## src/rtl/mips_mem_pkg.sv

```systemverilog
// Shared memory-port definitions: access size encodings, the SPI flash READ
// opcode, the flash reader state enum and small data-shaping helpers.
package mips_mem_pkg;

  localparam logic [1:0] ACCESS_BYTE = 2'd0;
  localparam logic [1:0] ACCESS_HALF = 2'd1;
  localparam logic [1:0] ACCESS_WORD = 2'd2;

  localparam logic [7:0] FLASH_CMD_READ = 8'h03;

  typedef enum logic [2:0] {
    ST_IDLE,
    ST_CMD,
    ST_ADDR,
    ST_DATA,
    ST_DONE
  } flash_state_e;

  // Index of the first data bit shifted in; size 3 is handled as a word.
  function automatic logic [4:0] data_last_bit(input logic [1:0] size);
    case (size)
      ACCESS_BYTE: return 5'd7;
      ACCESS_HALF: return 5'd15;
      default:     return 5'd31;
    endcase
  endfunction

  // Right-align and zero-extend the received bits for the given size.
  function automatic logic [31:0] align_rx(input logic [31:0] rx, input logic [1:0] size);
    case (size)
      ACCESS_BYTE: return {24'h0, rx[7:0]};
      ACCESS_HALF: return {16'h0, rx[15:0]};
      default:     return rx;
    endcase
  endfunction

endpackage

```

## src/rtl/spi_flash_reader_if.sv

```systemverilog
// Request/response bus of the flash reader together with the board-level
// SPI flash pins. The reader takes the slave view; the requester (and the
// flash device side) take the master view.
interface spi_flash_reader_if;
  import mips_mem_pkg::*;

  logic        enable;
  logic [23:0] addr;
  logic [1:0]  access_size;
  logic        busy;
  logic        valid;
  logic [31:0] dout;
  logic        flash_cs;
  logic        flash_sck;
  logic        flash_sdi;
  logic        flash_sdo;
  logic        flash_wp;
  logic        flash_hld;

  modport slave (
    input  enable, addr, access_size, flash_sdo,
    output busy, valid, dout, flash_cs, flash_sck, flash_sdi, flash_wp, flash_hld
  );

  modport master (
    output enable, addr, access_size, flash_sdo,
    input  busy, valid, dout, flash_cs, flash_sck, flash_sdi, flash_wp, flash_hld
  );

endinterface

```

## src/rtl/spi_sck_gen.sv

```systemverilog
// SPI mode-0 clock divider: SCK toggles every CLK_DIV clk cycles while
// enabled and rests low otherwise. The tick strobes are high during the cycle
// whose closing edge raises or lowers SCK.
module spi_sck_gen #(
  parameter int CLK_DIV = 2
) (
  input  logic clk,
  input  logic rst,
  input  logic en_i,
  output logic sck_o,
  output logic rise_tick_o,
  output logic fall_tick_o
);
  localparam int CW = (CLK_DIV > 1) ? $clog2(CLK_DIV) : 1;
  localparam logic [CW-1:0] CNT_LAST = CW'(CLK_DIV - 1);

  logic [CW-1:0] cnt_q;
  logic          sck_q;
  logic          half_done;

  assign half_done   = en_i && (cnt_q == CNT_LAST);
  assign rise_tick_o = half_done && !sck_q;
  assign fall_tick_o = half_done && sck_q;
  assign sck_o       = sck_q;

  // Half-period counter; SCK toggles when it wraps, and is parked low when disabled.
  always_ff @(posedge clk or posedge rst) begin
    if (rst) begin
      cnt_q <= '0;
      sck_q <= 1'b0;
    end else if (!en_i) begin
      cnt_q <= '0;
      sck_q <= 1'b0;
    end else if (cnt_q == CNT_LAST) begin
      cnt_q <= '0;
      sck_q <= ~sck_q;
    end else begin
      cnt_q <= cnt_q + CW'(1);
    end
  end

endmodule

```

## src/rtl/spi_flash_reader.sv

```systemverilog
// Memory-style read responder for an SPI NOR flash: sends READ (0x03) plus a
// 24-bit address, shifts in 8/16/32 data bits and returns them right-aligned.
module spi_flash_reader
  import mips_mem_pkg::*;
#(
  parameter int CLK_DIV = 2
) (
  input logic                clk,
  input logic                rst,
  spi_flash_reader_if.slave  bus
);
  localparam int DW = (CLK_DIV > 1) ? $clog2(CLK_DIV) : 1;
  localparam logic [DW-1:0] DLY_LAST = DW'(CLK_DIV - 1);

  flash_state_e  state_q;
  logic [31:0]   shift_q;
  logic [31:0]   rx_q;
  logic [4:0]    bitcnt_q;
  logic [1:0]    size_q;
  logic [DW-1:0] dly_q;
  logic          cs_q;
  logic          sdi_q;
  logic          busy_q;
  logic          valid_q;
  logic [31:0]   dout_q;

  logic sck_en;
  logic sck;
  logic rise_tick;
  logic fall_tick;

  assign sck_en = (state_q == ST_CMD) || (state_q == ST_ADDR) || (state_q == ST_DATA);

  spi_sck_gen #(.CLK_DIV(CLK_DIV)) u_sck_gen (
    .clk         (clk),
    .rst         (rst),
    .en_i        (sck_en),
    .sck_o       (sck),
    .rise_tick_o (rise_tick),
    .fall_tick_o (fall_tick)
  );

  assign bus.busy      = busy_q;
  assign bus.valid     = valid_q;
  assign bus.dout      = dout_q;
  assign bus.flash_cs  = cs_q;
  assign bus.flash_sck = sck;
  assign bus.flash_sdi = sdi_q;
  assign bus.flash_wp  = 1'b1;
  assign bus.flash_hld = 1'b1;

  // Transaction FSM: accept, shift out command/address on SCK falls, sample data on SCK rises.
  always_ff @(posedge clk or posedge rst) begin
    if (rst) begin
      state_q  <= ST_IDLE;
      shift_q  <= '0;
      rx_q     <= '0;
      bitcnt_q <= '0;
      size_q   <= ACCESS_BYTE;
      dly_q    <= '0;
      cs_q     <= 1'b1;
      sdi_q    <= 1'b0;
      busy_q   <= 1'b0;
      valid_q  <= 1'b0;
      dout_q   <= '0;
    end else begin
      valid_q <= 1'b0;
      case (state_q)
        ST_IDLE: begin
          if (bus.enable) begin
            size_q   <= bus.access_size;
            shift_q  <= {FLASH_CMD_READ, bus.addr};
            sdi_q    <= FLASH_CMD_READ[7];
            bitcnt_q <= 5'd31;
            rx_q     <= '0;
            cs_q     <= 1'b0;
            busy_q   <= 1'b1;
            state_q  <= ST_CMD;
          end
        end
        // Command and address share one 32-bit count; CMD covers counts 31..24.
        ST_CMD, ST_ADDR: begin
          if (fall_tick) begin
            if (bitcnt_q == 5'd0) begin
              sdi_q    <= 1'b0;
              bitcnt_q <= data_last_bit(size_q);
              state_q  <= ST_DATA;
            end else begin
              shift_q  <= {shift_q[30:0], 1'b0};
              sdi_q    <= shift_q[30];
              bitcnt_q <= bitcnt_q - 5'd1;
              if (bitcnt_q == 5'd24) state_q <= ST_ADDR;
            end
          end
        end
        ST_DATA: begin
          if (rise_tick) rx_q <= {rx_q[30:0], bus.flash_sdo};
          if (fall_tick) begin
            if (bitcnt_q == 5'd0) begin
              cs_q    <= 1'b1;
              dout_q  <= align_rx(rx_q, size_q);
              valid_q <= 1'b1;
              dly_q   <= '0;
              state_q <= ST_DONE;
            end else begin
              bitcnt_q <= bitcnt_q - 5'd1;
            end
          end
        end
        // Hold CS high for CLK_DIV cycles before another request can be taken.
        ST_DONE: begin
          if (dly_q == DLY_LAST) begin
            busy_q  <= 1'b0;
            state_q <= ST_IDLE;
          end else begin
            dly_q <= dly_q + DW'(1);
          end
        end
        default: state_q <= ST_IDLE;
      endcase
    end
  end

endmodule

```

## src/flat_wrapper.sv

```systemverilog
// flat-port wrapper written by rule: the top's interface ports become plain ports
module spi_flash_reader_flat import mips_mem_pkg::*;
#(
  parameter int CLK_DIV = 2
)
  (clk, rst, bus_enable, bus_addr, bus_access_size, bus_flash_sdo, bus_busy, bus_valid, bus_dout, bus_flash_cs, bus_flash_sck, bus_flash_sdi, bus_flash_wp, bus_flash_hld);
  spi_flash_reader_if bus_i ();
  input logic clk;
  input logic rst;
  input wire logic [$bits(bus_i.enable)-1:0] bus_enable;
  input wire logic [$bits(bus_i.addr)-1:0] bus_addr;
  input wire logic [$bits(bus_i.access_size)-1:0] bus_access_size;
  input wire logic [$bits(bus_i.flash_sdo)-1:0] bus_flash_sdo;
  output wire logic [$bits(bus_i.busy)-1:0] bus_busy;
  output wire logic [$bits(bus_i.valid)-1:0] bus_valid;
  output wire logic [$bits(bus_i.dout)-1:0] bus_dout;
  output wire logic [$bits(bus_i.flash_cs)-1:0] bus_flash_cs;
  output wire logic [$bits(bus_i.flash_sck)-1:0] bus_flash_sck;
  output wire logic [$bits(bus_i.flash_sdi)-1:0] bus_flash_sdi;
  output wire logic [$bits(bus_i.flash_wp)-1:0] bus_flash_wp;
  output wire logic [$bits(bus_i.flash_hld)-1:0] bus_flash_hld;
  assign bus_i.enable = bus_enable;
  assign bus_i.addr = bus_addr;
  assign bus_i.access_size = bus_access_size;
  assign bus_i.flash_sdo = bus_flash_sdo;
  assign bus_busy = bus_i.busy;
  assign bus_valid = bus_i.valid;
  assign bus_dout = bus_i.dout;
  assign bus_flash_cs = bus_i.flash_cs;
  assign bus_flash_sck = bus_i.flash_sck;
  assign bus_flash_sdi = bus_i.flash_sdi;
  assign bus_flash_wp = bus_i.flash_wp;
  assign bus_flash_hld = bus_i.flash_hld;
  spi_flash_reader #(.CLK_DIV(CLK_DIV)) u_core (.clk(clk), .rst(rst), .bus(bus_i));
endmodule
```

## config.mk

```make
export PLATFORM = sky130hd
export DESIGN_NAME = spi_flash_reader_flat
export DESIGN_NICKNAME = d
export VERILOG_FILES = /design/src/rtl/mips_mem_pkg.sv /design/src/rtl/spi_flash_reader_if.sv /design/src/rtl/spi_sck_gen.sv /design/src/rtl/spi_flash_reader.sv /design/src/flat_wrapper.sv
export SDC_FILE = /design/constraint.sdc
export NUM_CORES = 1
export LEC_CHECK = 0
export ABC_CLOCK_PERIOD_IN_PS = 6760
export BUFFER_PORTS_ARGS = -buffer_cell sky130_fd_sc_hd__buf_2
export CAP_MARGIN = 15
export CORE_ASPECT_RATIO = 1.4
export CORE_UTILIZATION = 45
export CTS_CLUSTER_SIZE = 25
export DETAILED_ROUTE_END_ITERATION = 10
export PLACE_DENSITY_LB_ADDON = 0.15
export RECOVER_POWER = 25
export SLEW_MARGIN = 10
export SYNTH_ARGS = -nofsm -noshare
export SYNTH_HDL_FRONTEND = slang
export SYNTH_SLANG_ARGS = --single-unit
```

## constraint.sdc

```tcl
create_clock -name clk -period 6.76 [get_ports clk]
set_input_delay 1.352 -clock clk [delete_from_list [all_inputs] [get_ports clk]]
set_output_delay 1.352 -clock clk [all_outputs]
set_load 0.01 [all_outputs]
```

Word-level counts from Yosys, hierarchy flattened
Index checks and enable logic that the tools add are counted.
{"block": "op_classes", "addsub": 3, "n_eq_ne": 16, "mux": 44, "bitwise_logic": 1, "n_reduce_logical": 25}
{"cell": "$pmux W32 S2", "count": 2}
{"cell": "$mux W31", "count": 3}
{"cell": "$mux W32", "count": 2}
{"cell": "$pmux W31 S2", "count": 1}
{"cell": "$mux W5", "count": 5}
{"cell": "$mux W3", "count": 7}
{"cell": "$mux W1", "count": 17}
{"cell": "$pmux W5 S3", "count": 1}
{"cell": "$reduce_and A3 Y1", "count": 5}
{"cell": "$pmux W3 S4", "count": 1}
{"cell": "$ne A2 B1 Y1 const B", "count": 5}
{"cell": "$pmux W5 S2", "count": 1}
{"cell": "$ne A2 B2 Y1 const B", "count": 4}
{"cell": "$pmux W1 S2", "count": 4}
{"cell": "$reduce_and A4 Y1", "count": 2}
{"cell": "$reduce_bool A2 Y1", "count": 4}
{"cell": "$eq A3 B2 Y1 const B", "count": 2}
{"cell": "$reduce_and A6 Y1", "count": 1}
{"cell": "$eq A5 B5 Y1 const B", "count": 1}
{"cell": "$logic_not A5 Y1", "count": 1}
{"cell": "$reduce_and A5 Y1", "count": 1}
{"cell": "$sub A5 B1 Y5 const B", "count": 1}
{"cell": "$eq A3 B1 Y1 const B", "count": 1}
{"cell": "$eq A3 B3 Y1 const B", "count": 1}
{"cell": "other kinds (12)", "count": 16}
{"block": "totals", "regBits": 112, "in_bits": 30, "output_inout_bits": 39, "elab_cells": 102}

Depth between registers and ports, before layout
{"block": "depth", "ltp_word": 7, "mapped_depth": 9, "depth_no_buf": 7}

Modules after synthesis
From an unflattened synthesis, not the netlist that was laid out.
{"block": "unflattened", "cells_unflattened": 470, "hier_area_um2": 4979.8}
{"mod": "spi_flash_reader", "n_inst": 1, "cells_per_inst": 461, "area_per_inst_um2": 4887.2, "seq_area_each_um2": 2753.9}
{"mod": "spi_sck_gen", "n_inst": 1, "cells_per_inst": 9, "area_per_inst_um2": 92.6, "seq_area_each_um2": 50.0}

Least setup slack after synthesis
OpenSTA, ideal clock, no wires.
{"block": "synth_timing", "path_type": "in2reg", "from": "input port bus_enable", "to": "register u_core.rx_q[0]", "setup_ps": 83, "arrival_time_ps": 2171, "t_required_ps": 6677, "setup_slack_ps": 4506, "stages": 6, "path_cell_list": "nand2_1 -> a21o_1 -> clkbuf_1 -> clkbuf_1 -> nand2_1 -> o21ai_0"}
{"block": "synth_via", "elab_chain_cells": 2}
{"item": "from (decl)", "line_no": "flat_wrapper.sv:10", "text": "input wire logic [$bits(bus_i.enable)-1:0] bus_enable;"}
{"item": "$ne A2 B2 Y1 (no source line)"}
{"item": "$reduce_and A3 Y1 (no source line)"}
{"item": "to (signal assigned)", "line_no": "spi_flash_reader.sv:97", "text": "if (rise_tick) rx_q <= {rx_q[30:0], bus.flash_sdo};"}
{"item": "to (decl)", "line_no": "spi_flash_reader.sv:17", "text": "logic [31:0] rx_q;"}
No other way between the ends.
A chain may end at the register's enable or synchronous reset.

Final worst setup path
{"block": "layout_timing", "from": "register u_core.state_q[2]", "to": "register u_core.dout_q[27] (netlist: u_core.bus.dout[27])"}
{"block": "layout_via", "elab_chain_cells": 6, "word_cells_on_any_way": 8, "cone_classes": "3 x eq/ne; 5 x reduce/logical"}
{"item": "from (decl)", "line_no": "spi_flash_reader.sv:15", "text": "flash_state_e state_q;"}
{"item": "from (signal assigned)", "line_no": "spi_flash_reader.sv:55", "text": "state_q <= ST_IDLE;"}
{"item": "from (signal assigned)", "line_no": "spi_flash_reader.sv:78", "text": "state_q <= ST_CMD;"}
{"item": "from (signal assigned)", "line_no": "spi_flash_reader.sv:87", "text": "state_q <= ST_DATA;"}
{"item": "$eq A3 B1 Y1 / $eq A3 B2 Y1 (equally long branches)", "line_no": "spi_flash_reader.sv:32", "text": "assign sck_en = (state_q == ST_CMD) || (state_q == ST_ADDR) || (state_q == ST_DATA);"}
{"item": "$logic_or A1 B1 Y1 (2 in series)", "line_no": "spi_flash_reader.sv:32"}
{"item": "$logic_and A1 B1 Y1", "line_no": "spi_sck_gen.sv:21", "text": "assign half_done = en_i && (cnt_q == CNT_LAST);"}
{"item": "$logic_and A1 B1 Y1", "line_no": "spi_sck_gen.sv:23", "text": "assign fall_tick_o = half_done && sck_q;"}
{"item": "$reduce_and A3 Y1 (no source line) *"}
{"item": "to (signal assigned)", "line_no": "spi_flash_reader.sv:101", "text": "dout_q <= align_rx(rx_q, size_q);"}
{"item": "to (decl)", "line_no": "spi_flash_reader.sv:25", "text": "logic [31:0] dout_q;"}
Every way passes the cells marked *; elsewhere a longest branch is shown, timed or not.

==> flow_metrics.py <==
metrics = {
    "outcome": {
        "status": "finished, violations left",
        "violations": "max-capacitance violations, max-slew violations",
    },
    "clocking": {
        "ctsResizeCount": 0,
        "clkLatencyLatePin_ns": 0.34,
        "clkSlewWorstSetupHoldPaths_ns": 0.07,
        "clockBufferDepth": 2,
        "htree_levels": 3,
        "post_cts_buffers": 0,
        "cts_root_buf": "clkbuf_16",
        "cts_tree": "yes",
        "numCtsBuffers": 9,
        "cts_sinks": 112,
        "ctsHoldBuffers": 0,
    },
    "die": {
        "pin_count": 69,
        "core_um2": 10460,
        "rows": 44,
        "die_width_um": 89.98,
        "dieArea_um2": 11260,
        "fp.dieH_um": 125.2,
        "start_util_pct": 46.61,
    },
    "critical_path": {
        "critical_path_class": "reg -> reg",
        "start_kind": "flip-flop",
        "reg2reg_slack_ns": 3.52,
        "cp.required_ns": 6.99,
        "r2r_start": "u_core.state_q[2]",
        "ff2ff_path_depth": 6,
        "r2r_end": "u_core.bus.dout[27]",
        "crit_fanout": 35,
        "end_kind": "flip-flop",
        "critPathArrivalTime_ns": 3.47,
    },
    "synth": {
        "synth_warnings": 0,
        "seq_area_frac_synth_pct": 57.51,
        "synth.area.top_cells": "dfrtp_1 (57%), nand2_1 (12%), mux2i_1 (4.7%), o21ai_0 (4.1%), a21oi_1 (3.3%)",
        "syn_area_um2": 4876,
        "syn_inst": 525,
        "async_flop_share_pct": 100.0,
        "synth-seq-cells": 112,
        "yosysMostFrequentCell": "nand2_1",
        "synth_edf_count": 0,
        "synth_commonest_cells": "nand2_1 (153), dfrtp_1 (111), o21ai_0 (40)",
        "synthFlopType": "dfrtp_1",
        "synth_largest_area_cell": "dfrtp_1",
        "post-synth-top-area-fraction_pct": 56.97,
        "synth.distinct_cells": 42,
        "avgSynthCellArea_um2": 9.287,
    },
    "timing": {
        "fin_skew_ns": 0.007253,
        "period_minus_slack_ns": 3.239,
        "hold_viol": 0,
        "worst_pin_slew_ns": 1.884,
        "fin_setup_tns_ns": 0,
        "relSlewSlack_pct": -26.30,
        "setup_viol": 0,
        "maxSlewViolCount": 45,
        "finalCritPeriodShare_pct": 47.92,
        "rsz0062_at_grt": "no",
        "max_freq_ghz": 0.3087,
    },
    "placement": {
        "place_area_um2": 5250,
        "io_buffers": 66,
        "gp_congestion": 0.7588,
        "dpl.hpwl_um": 6237,
    },
    "job": {
        "cap_violations": 1,
    },
    "detailed_routing": {
        "via_count": 3643,
        "dr.pass1.iters": 4,
        "routed_wl_um": 9621,
        "drt_iter0_drc": 188,
        "drc_errors": 0,
        "wl_per_cell_um": 13.49,
        "avgViaCountPerCell": 5.109,
        "drtAntennaViolNets": 0,
    },
    "grt": {
        "grt_pass1_vias": 3578,
        "grt_max_degree": 70,
        "grt_pass1_wl_um": 16730,
        "overflow": 0,
        "track_usage_pct": 18.26,
        "antenna_found_initial": 0,
    },
    "finish": {
        "antennaDiodeCount": 0,
        "fin_area_um2": 5477,
        "drive_gt1_share_pct": 13.74,
        "syn_to_final_growth_pct": 12.32,
        "nets": 604,
        "n_fill_cell": 1009,
    },
    "power_and_ir_drop": {
        "p_leak_nw": 2.678,
        "p_per_area_nw_per_um2": 358.9,
        "finalPower_w": 0.001965,
        "ir_worst_vdd_mv": 0.1474,
    },
    "hold_path": {
        "hold_path_depth": 2,
        "min_to": "u_core.bus.dout[23]",
        "hold_class": "reg -> reg",
        "min_from": "u_core.bus.dout[23]",
    },
}
==> worst max-delay path, stage by stage (launching register included) <==
cell      delay, ns
dfrtp_1        0.78
nor2_2         0.08
buf_4          0.27
nand3_2        0.56
clkinv_1       0.99
nand3_1        0.35
nand2_1        0.08
==> metrics by stage <==
stage | std cells | utilization [%] | hold WS, ns | setup slack (ns)
after floorplan | 526 | - | 0.4506 | 2.451
after global placement | 699 | 50.19 | 0.4547 | 3.443
after detailed placement | 699 | 50.19 | 0.4535 | 3.404
after CTS | 713 | 52.69 | 0.4734 | 3.392
after global routing | 713 | 52.36 | 0.5012 | 3.126
final | 713 | 52.36 | 0.4708 | 3.521
==> state kept, by name (all words and copies together), names as in the netlist <==
| name | flops |
|---|---|
| u_core.bus.flash_cs | 1 |
| u_core.bus.dout | 32 |
| u_core.bus.busy | 1 |
| u_core.bus.flash_sdi | 1 |
| u_core.state_q | 3 |
| u_core.shift_q | 31 |
| u_core.size_q | 2 |
| u_core.rx_q | 32 |
| u_core.u_sck_gen.sck_o | 1 |
| u_core.dly_q | 1 |
| u_core.bus.valid | 1 |
| u_core.bitcnt_q | 5 |
| u_core.u_sck_gen.cnt_q | 1 |
==> cells by family (layout without fill, tap and decap cells) <==
logic type | after synthesis | count (layout) | synth area share, %
AOI/OAI and AO/OA | 88 | 88 | 9.494
xor gates and xnor gates | 4 | 4 | 0.7186
adders and majority gates | 3 | 3 | 0.7441
buffers and inverters | 48 | 97 | 4.824
DFF | 112 | 112 | 57.51
muxes | 25 | 25 | 5.183
other | 1 | 2 | 0.07691
and+or+nand+nor | 244 | 244 | 21.45
==> area by class of cell <==
class | instances | area (um2) | share of cell area [%]
clock buffer | 11 | 242.7 | 4.432
sequential | 112 | 2804 | 51.20
timing repair buffer | 71 | 349.1 | 6.374
clock inverter | 3 | 18.77 | 0.3427
tap | 138 | 172.7 | 3.153
inverter | 12 | 46.29 | 0.8453
multi-input combinational | 366 | 1843 | 33.65
==> worst max path at each step <==
stage | startpoint | endpoint | slack (ns) | cells past startpoint
6_report | u_core.state_q[2] | u_core.bus.dout[27] | 3.52 | 6
5_1_grt | u_core.state_q[2] | u_core.bus.dout[19] | 3.13 | 6
4_1_cts | u_core.state_q[2] | u_core.bus.dout[10] | 3.39 | 6
3_5_place_dp | u_core.state_q[2] | u_core.bus.dout[20] | 3.40 | 6
3_3_place_gp | u_core.state_q[2] | u_core.bus.dout[28] | 3.44 | 6
2_1_floorplan | rst | u_core.bitcnt_q[0] | 2.45 | 1
==> cells in the final DEF (no fill, tap or decap), drive strengths merged, types with 2 or more instances in the layout <==
master | netlist | routed
ha | 2 | 2
nand3 | 29 | 29
nor2 | 40 | 40
nand2 | 153 | 153
mux2 | 2 | 2
buf | 18 | 56
clkbuf | 18 | 26
a21o | 2 | 2
or4b | 2 | 2
xnor2 | 2 | 2
o21ai | 46 | 46
nand4b | 3 | 3
mux2i | 23 | 23
clkinv | 1 | 3
xor2 | 2 | 2
inv | 11 | 11
nor3 | 6 | 6
a31oi | 4 | 4
and2 | 2 | 2
dfrtp | 111 | 111
conb | 1 | 2
nand4 | 2 | 2
a21oi | 32 | 32
nor4b | 2 | 2
==> per-layer routing <==
metal  vias to the layer above  global-route usage [%]  part of all wire, %
met5                         -                       0                    0
met4                         0                   5.787                  1.3
met3                        10                   3.771                  3.1
met2                        52                   31.18                   50
met1                      1752                   23.33                   45
li1                       1829                       -                    -
==> where the power goes <==
group / switching, W / internal (W)
Sequential: 0.000116 / 0.000810
Combinational: 0.000333 / 0.000227
Clock: 0.000224 / 0.000256
Total: 0.000672 / 0.00129
Power figures use the tool's default switching activity.
